[config.mk]
export PLATFORM = sky130hd
export DESIGN_NAME = srv_icache_sa
export DESIGN_NICKNAME = d
export VERILOG_FILES = /design/src/rtl/srv_icache_sa.sv
export SDC_FILE = /design/constraint.sdc
export NUM_CORES = 2
export LEC_CHECK = 0
export CAP_MARGIN = 20
export CORE_MARGIN = 10
export CORE_UTILIZATION = 45
export DETAILED_ROUTE_END_ITERATION = 12
export GPL_TIMING_DRIVEN = 0
export SLEW_MARGIN = 30
export SYNTH_ARGS = -nofsm -noshare
export SYNTH_HDL_FRONTEND = slang
export SYNTH_SLANG_ARGS = --single-unit
[constraint.sdc]
create_clock -name clk -period 24.1 [get_ports clk]
set_input_delay 7.23 -clock clk [delete_from_list [all_inputs] [get_ports clk]]
set_output_delay 7.23 -clock clk [all_outputs]
set_load 0.01 [all_outputs]
[src/rtl/srv_icache_sa.sv]
// srv_icache_sa: set-associative L1 instruction cache for the schoolRISCV fetch path.
// The cache uses tree-PLRU replacement, supports a bulk invalidate for fence.i, and
// handles misses through an explicit miss FSM.
//
// state  | meaning
// IDLE   | waiting for a fetch request; an invalidate is applied here directly
// LOOKUP | tag compare on the latched address; a hit responds in this cycle
// MISS   | refill requested, waiting for ext_rsp_i
// FILL   | deliver the word captured from the refill line
//
// Ports:
//   clk, rst                   clock and asynchronous active-high reset
//   imem_req_i, imAddr         fetch request and word address (accepted only in IDLE)
//   imData, im_drdy            fetched word and its 1-cycle valid pulse
//   busy_o                     high while a request or an invalidate is in flight
//   inv_i                      invalidate-all pulse
//   ext_addr_o, ext_req_o      line-aligned refill request
//   ext_rsp_i, ext_data_i      refill handshake and line data (word k at [32k+:32])
module srv_icache_sa #(
  parameter int CACHE_EN   = 1,
  parameter int NWAYS      = 2,
  parameter int NSETS      = 4,
  parameter int LINE_WORDS = 4
) (
  input  logic                    clk,
  input  logic                    rst,
  input  logic                    imem_req_i,
  input  logic [31:0]             imAddr,
  output logic [31:0]             imData,
  output logic                    im_drdy,
  output logic                    busy_o,
  input  logic                    inv_i,
  output logic [31:0]             ext_addr_o,
  output logic                    ext_req_o,
  input  logic                    ext_rsp_i,
  input  logic [32*LINE_WORDS-1:0] ext_data_i
);
  localparam int OFFS_W = $clog2(LINE_WORDS);
  localparam int IDX_W  = $clog2(NSETS);
  localparam int TAG_W  = 32 - OFFS_W - IDX_W;
  localparam int WAY_W  = $clog2(NWAYS);
  localparam int SET_W  = (IDX_W > 0) ? IDX_W : 1;

  typedef enum logic [1:0] {IDLE, LOOKUP, MISS, FILL} state_t;
  state_t state_q, state_d;

  logic [31:0]             addr_q;
  logic                    inv_pend_q;
  logic [NWAYS-1:0]        valid_q [NSETS];
  logic [NWAYS-2:0]        plru_q  [NSETS];
  logic [TAG_W-1:0]        tag_q   [NSETS][NWAYS];
  logic [32*LINE_WORDS-1:0] line_q [NSETS][NWAYS];
  logic [31:0]             fill_word_q, hold_q;

  logic [SET_W-1:0]  set_idx;
  logic [TAG_W-1:0]  tag;
  logic [OFFS_W-1:0] offs;
  logic [NWAYS-1:0]  match;
  logic              hit, any_inv, refill, going_idle, clear_now;
  logic [WAY_W-1:0]  hit_way, inv_way, plru_way, victim, acc_way, node;
  logic [NWAYS-2:0]  plru_cur, plru_upd;
  logic [31:0]       hit_word, resp_word;

  assign offs     = addr_q[OFFS_W-1:0];
  assign tag      = addr_q[31 -: TAG_W];
  assign set_idx  = SET_W'((addr_q >> OFFS_W) & 32'(NSETS - 1));
  assign plru_cur = plru_q[set_idx];

  always_comb begin
    match   = '0;
    hit_way = '0;
    inv_way = '0;
    any_inv = 1'b0;
    for (int w = 0; w < NWAYS; w++)
      match[w] = (CACHE_EN != 0) && valid_q[set_idx][w] && (tag_q[set_idx][w] == tag);
    // Descending scan so the lowest matching / invalid way is the one left standing.
    for (int w = NWAYS - 1; w >= 0; w--) begin
      if (match[w]) hit_way = WAY_W'(w);
      if (!valid_q[set_idx][w]) begin
        inv_way = WAY_W'(w);
        any_inv = 1'b1;
      end
    end
  end
  assign hit      = |match;
  assign hit_word = line_q[set_idx][hit_way][{offs, 5'b0} +: 32];

  // Tree walk: a node bit of 0 points the victim search to the left subtree.
  always_comb begin
    plru_way = '0;
    node     = '0;
    for (int l = 0; l < WAY_W; l++) begin
      plru_way[WAY_W-1-l] = plru_cur[node];
      node = WAY_W'(2 * int'(node) + 1 + int'(plru_cur[node]));
    end
  end
  assign victim  = any_inv ? inv_way : plru_way;
  assign acc_way = (state_q == LOOKUP) ? hit_way : victim;

  // Every node on the accessed path is flipped to point away from acc_way.
  logic [WAY_W-1:0] unode;
  always_comb begin
    plru_upd = plru_cur;
    unode    = '0;
    for (int l = 0; l < WAY_W; l++) begin
      plru_upd[unode] = ~acc_way[WAY_W-1-l];
      unode = WAY_W'(2 * int'(unode) + 1 + int'(acc_way[WAY_W-1-l]));
    end
  end

  always_ff @(posedge clk or posedge rst) begin
    if (rst) state_q <= IDLE;
    else     state_q <= state_d;
  end

  always_comb begin
    state_d   = state_q;
    im_drdy   = 1'b0;
    ext_req_o = 1'b0;
    resp_word = fill_word_q;
    case (state_q)
      IDLE:   if (imem_req_i) state_d = LOOKUP;
      LOOKUP: begin
        if (hit) begin
          im_drdy   = 1'b1;
          resp_word = hit_word;
          state_d   = IDLE;
        end else begin
          // Raised already in the lookup cycle so the refill starts one cycle after the request.
          ext_req_o = 1'b1;
          state_d   = MISS;
        end
      end
      MISS: begin
        ext_req_o = 1'b1;
        if (ext_rsp_i) state_d = FILL;
      end
      FILL: begin
        im_drdy = 1'b1;
        state_d = IDLE;
      end
      default: state_d = IDLE;
    endcase
  end

  assign busy_o     = (state_q != IDLE) || inv_pend_q;
  assign imData     = im_drdy ? resp_word : hold_q;
  assign ext_addr_o = {addr_q[31:OFFS_W], OFFS_W'(0)};

  assign refill     = (state_q == MISS) && ext_rsp_i;
  assign going_idle = (state_q != IDLE) && (state_d == IDLE);
  assign clear_now  = ((state_q == IDLE) && inv_i) || (going_idle && (inv_pend_q || inv_i));

  always_ff @(posedge clk or posedge rst) begin
    if (rst) begin
      addr_q      <= '0;
      inv_pend_q  <= 1'b0;
      fill_word_q <= '0;
      hold_q      <= '0;
      for (int s = 0; s < NSETS; s++) begin
        valid_q[s] <= '0;
        plru_q[s]  <= '0;
      end
    end else begin
      if ((state_q == IDLE) && imem_req_i) addr_q <= imAddr;
      if (im_drdy) hold_q <= resp_word;
      if (refill) fill_word_q <= ext_data_i[{offs, 5'b0} +: 32];
      if ((CACHE_EN != 0) && refill) begin
        valid_q[set_idx][victim] <= 1'b1;
        plru_q[set_idx]          <= plru_upd;
      end
      if ((state_q == LOOKUP) && hit) plru_q[set_idx] <= plru_upd;
      if (going_idle)                          inv_pend_q <= 1'b0;
      else if ((state_q != IDLE) && inv_i)     inv_pend_q <= 1'b1;
      // Placed last so a pending clear overrides the line write / PLRU update of the same edge.
      if (clear_now) begin
        for (int s = 0; s < NSETS; s++) begin
          valid_q[s] <= '0;
          plru_q[s]  <= '0;
        end
      end
    end
  end

  // Line and tag storage need no reset: valid bits gate every use.
  always_ff @(posedge clk) begin
    if ((CACHE_EN != 0) && refill) begin
      line_q[set_idx][victim] <= ext_data_i;
      tag_q[set_idx][victim]  <= tag;
    end
  end
endmodule

==> flow_summary.toml <==
[route]
firstDrtPassIters = 8
post-route-drc-count = 0
drtIter0Drc = 2765
ant_nets = 0
via_per_inst = 5.766
wl_per_cell_um = 29.85
vias = 28830
drt-total-wl_um = 149300

[logic_synthesis]
synth_compound_area_frac = 0.02370
synth-adder-area-share = 0.0009203
syn_area_um2 = 54380
synth_seq_area_share = 0.7402
synth_edf_count = 1248
ys_ff_latch = 1359
synth_cells = 2770
synth.avg_cell_area_um2 = 19.63
synth_top_family_by_area = "multiplexers"
async_flop_share = 0.08168
synthFlopType = "edfxtp_1"
yosys-mux-area-fraction = 0.1711
synth-xor-area-share = 0.007408
yosysWarnings = 0
synthDistinctLibCells = 58
yosys.area_share.simple = 0.03766

[final_layout]
regArea_um2 = 40250
layout_common_cells = "1248 x edfxtp_1, 328 x mux4_2, 229 x clkdlybuf4s50_1"
final_net_count = 3441
drive_above_1_share = 0.2574
fill_cells = 9247
area_delta_synth_final_pct = 20.72
layout_commonest_cell = "edfxtp_1"
multi_input_area_um2 = 13160

[worst_setup_path]
crit_path_start_kind = "flip-flop"
cp_data_required_time_ns = 16.87
critPathArrivalTime_ns = 7.01
crit_fanout = 10
end_kind = "output port"
crit_type = "flip-flop to output port"

[cts]
clk_latency_ns = 0.74
clock-sinks = 1359
cts_root_buffer = "clkbuf_16"
ctsResizeCount = 0
cts_setup_buffers = 0
cts_tree = "yes"
cts.clk_slew.worst_paths_ns = 0.06
htreeDepth = 4
cts_buffers = 144
postCtsHoldBufs = 0
clock_path_buffers = 3

[sta]
fin_crit_sh = 0.5908
hold_violations = 0
slew_headroom = 0.3019
setup_violations = 0
rsz0062_at_grt = "no"
worst_clock_skew_ns = 0.03172
hold_ws_ns = 0.4752
post-route-min-period_ns = 14.24
worst_pin_slew_ns = 1.047
fmaxAchievable_mhz = 70.23
drv_slew = 0

[pwr]
p_sw_frac = 0.3089
comb_power_share = 0.306
p_leak_nw = 21.87
netSwitchingPower_mw = 2.266
pwr-share-seq = 0.399
irDropWorstVdd_uv = 80.23
p_total_mw = 7.335
clockPowerShare = 0.295
power_density_nw_per_um2 = 111.7
intPower_mw = 5.070

[global_routing]
grt_max_degree = 80
grt_usage = 0.2189
grt_pass1_vias = 30051
globalRoute.totalOverflow = 0
antenna_found_initial = 30
grt_first_pass_wirelength_um = 214600

[outcome]
status = "complete, no violations"

[placement]
dp_hpwl_um = 108000
gp_congestion = 0.8582
port_buffers = 229

[worst_hold_path]
hold_class = "flip-flop to flip-flop"

[die]
ios = 232
die_w_um = 367.6
die_y_um = 367.6
coreArea_um2 = 120000
initial_core_util = 0.4533
rows = 127
dieArea_um2 = 135200

[job]
drv_cap = 0
## cells by family (layout without fill, tap and decap cells)
group	count (synthesis)	count (layout)
compound gates	204	204
xor+xnor	46	46
fa+ha+maj	4	4
buf+inv	197	806
flops	1359	1359
mux	506	506
other cells	1	10
simple gates	453	453
## final timing paths
path,start,end,slack (ns),cells after the start
min,fill_word_q[20],fill_word_q[20],0.48,2
max,addr_q[3],imData[31],9.86,12
max reg2reg,addr_q[3],line_q[2][109],18.26,13
min reg2reg,fill_word_q[20],fill_word_q[20],0.48,2
min in group asynchronous,rst,addr_q[22],6.88,2
max in group asynchronous,rst,hold_q[12],16.48,3
## routing by layer
metal  vias up  wire length (um)  global-route usage
met5         -               245                   0
met4        40              4002             0.06251
met3       261             12130             0.05189
met2      1107             73720              0.3616
met1     15259             59180              0.2887
li1      12163                 -                   -
## cell type report
cell class	count	area share
clock buffers	175	0.05858
diodes	8	0.0003049
plain buffers	182	0.01523
multi-input cells	1215	0.2004
repair buffers	355	0.06971
flip-flops and latches	1359	0.6131
well taps	1612	0.03072
inverters	15	0.0009720
clock inverters	79	0.01090
## synth_stat cells (14+ instances only)
cell type,instances,area (um^2)
a21oi_1,83,415.4
buf_1,24,90.09
buf_2,27,135.1
buf_4,37,277.8
clkbuf_1,80,300.3
dfrtp_1,111,2778
edfxtp_1,1248,37480
inv_1,15,56.30
mux2_1,14,157.7
mux2_2,90,1013
mux2i_1,73,730.7
mux4_2,328,7387
nand2_1,213,799.5
nand2b_1,72,450.4
nor2_1,93,349.1
nor3_1,39,195.2
o211ai_1,38,285.3
o21ai_1,30,150.1
xnor2_1,41,359.1
## per-stage QoR
stage	utilization	instances	cell area [um^2]	TNS, ns	setup WS, ns
2_1_floorplan	-	2771	54390	0	4.959
3_3_place_gp	0.4893	4612	58700	-2099.24	-7.001
5_1_grt	0.5471	4992	65630	0	9.642
3_5_place_dp	0.5090	4738	61060	0	10.60
4_1_cts	0.5470	4992	65620	0	9.806
6_report	0.5472	5000	65650	0	9.862
## registers in the layout (all words and copies together) (netlist names), 2 cells and up
register / count
valid_q: 8
hold_q: 32
line_q: 1024
addr_q: 32
fill_word_q: 32
state_q: 2
tag_q: 224
plru_q: 4
## critical path, stage by stage, from the launching register on
cell	delay, ns
dfrtp_1	0.37
buf_2	0.34
buf_2	0.45
buf_2	0.54
clkbuf_1	0.77
buf_1	0.75
buf_1	0.81
mux4_2	0.36
nor2_1	0.04
mux2i_1	0.21
o211ai_1	0.23
o21ai_0	0.66
clkdlybuf4s50_1	0.68
## power groups by stage
stage	combinational, mW	clock (mW)	sequential [mW]
6_report	2.25	2.16	2.93
5_1_grt	2.40	2.29	2.95
4_1_cts	2.27	2.19	2.93
3_5_place_dp	2.26	0	2.98
3_3_place_gp	2.18	0	3.01
2_1_floorplan	1.44	0	2.94
(Power assumes the default switching activity.)
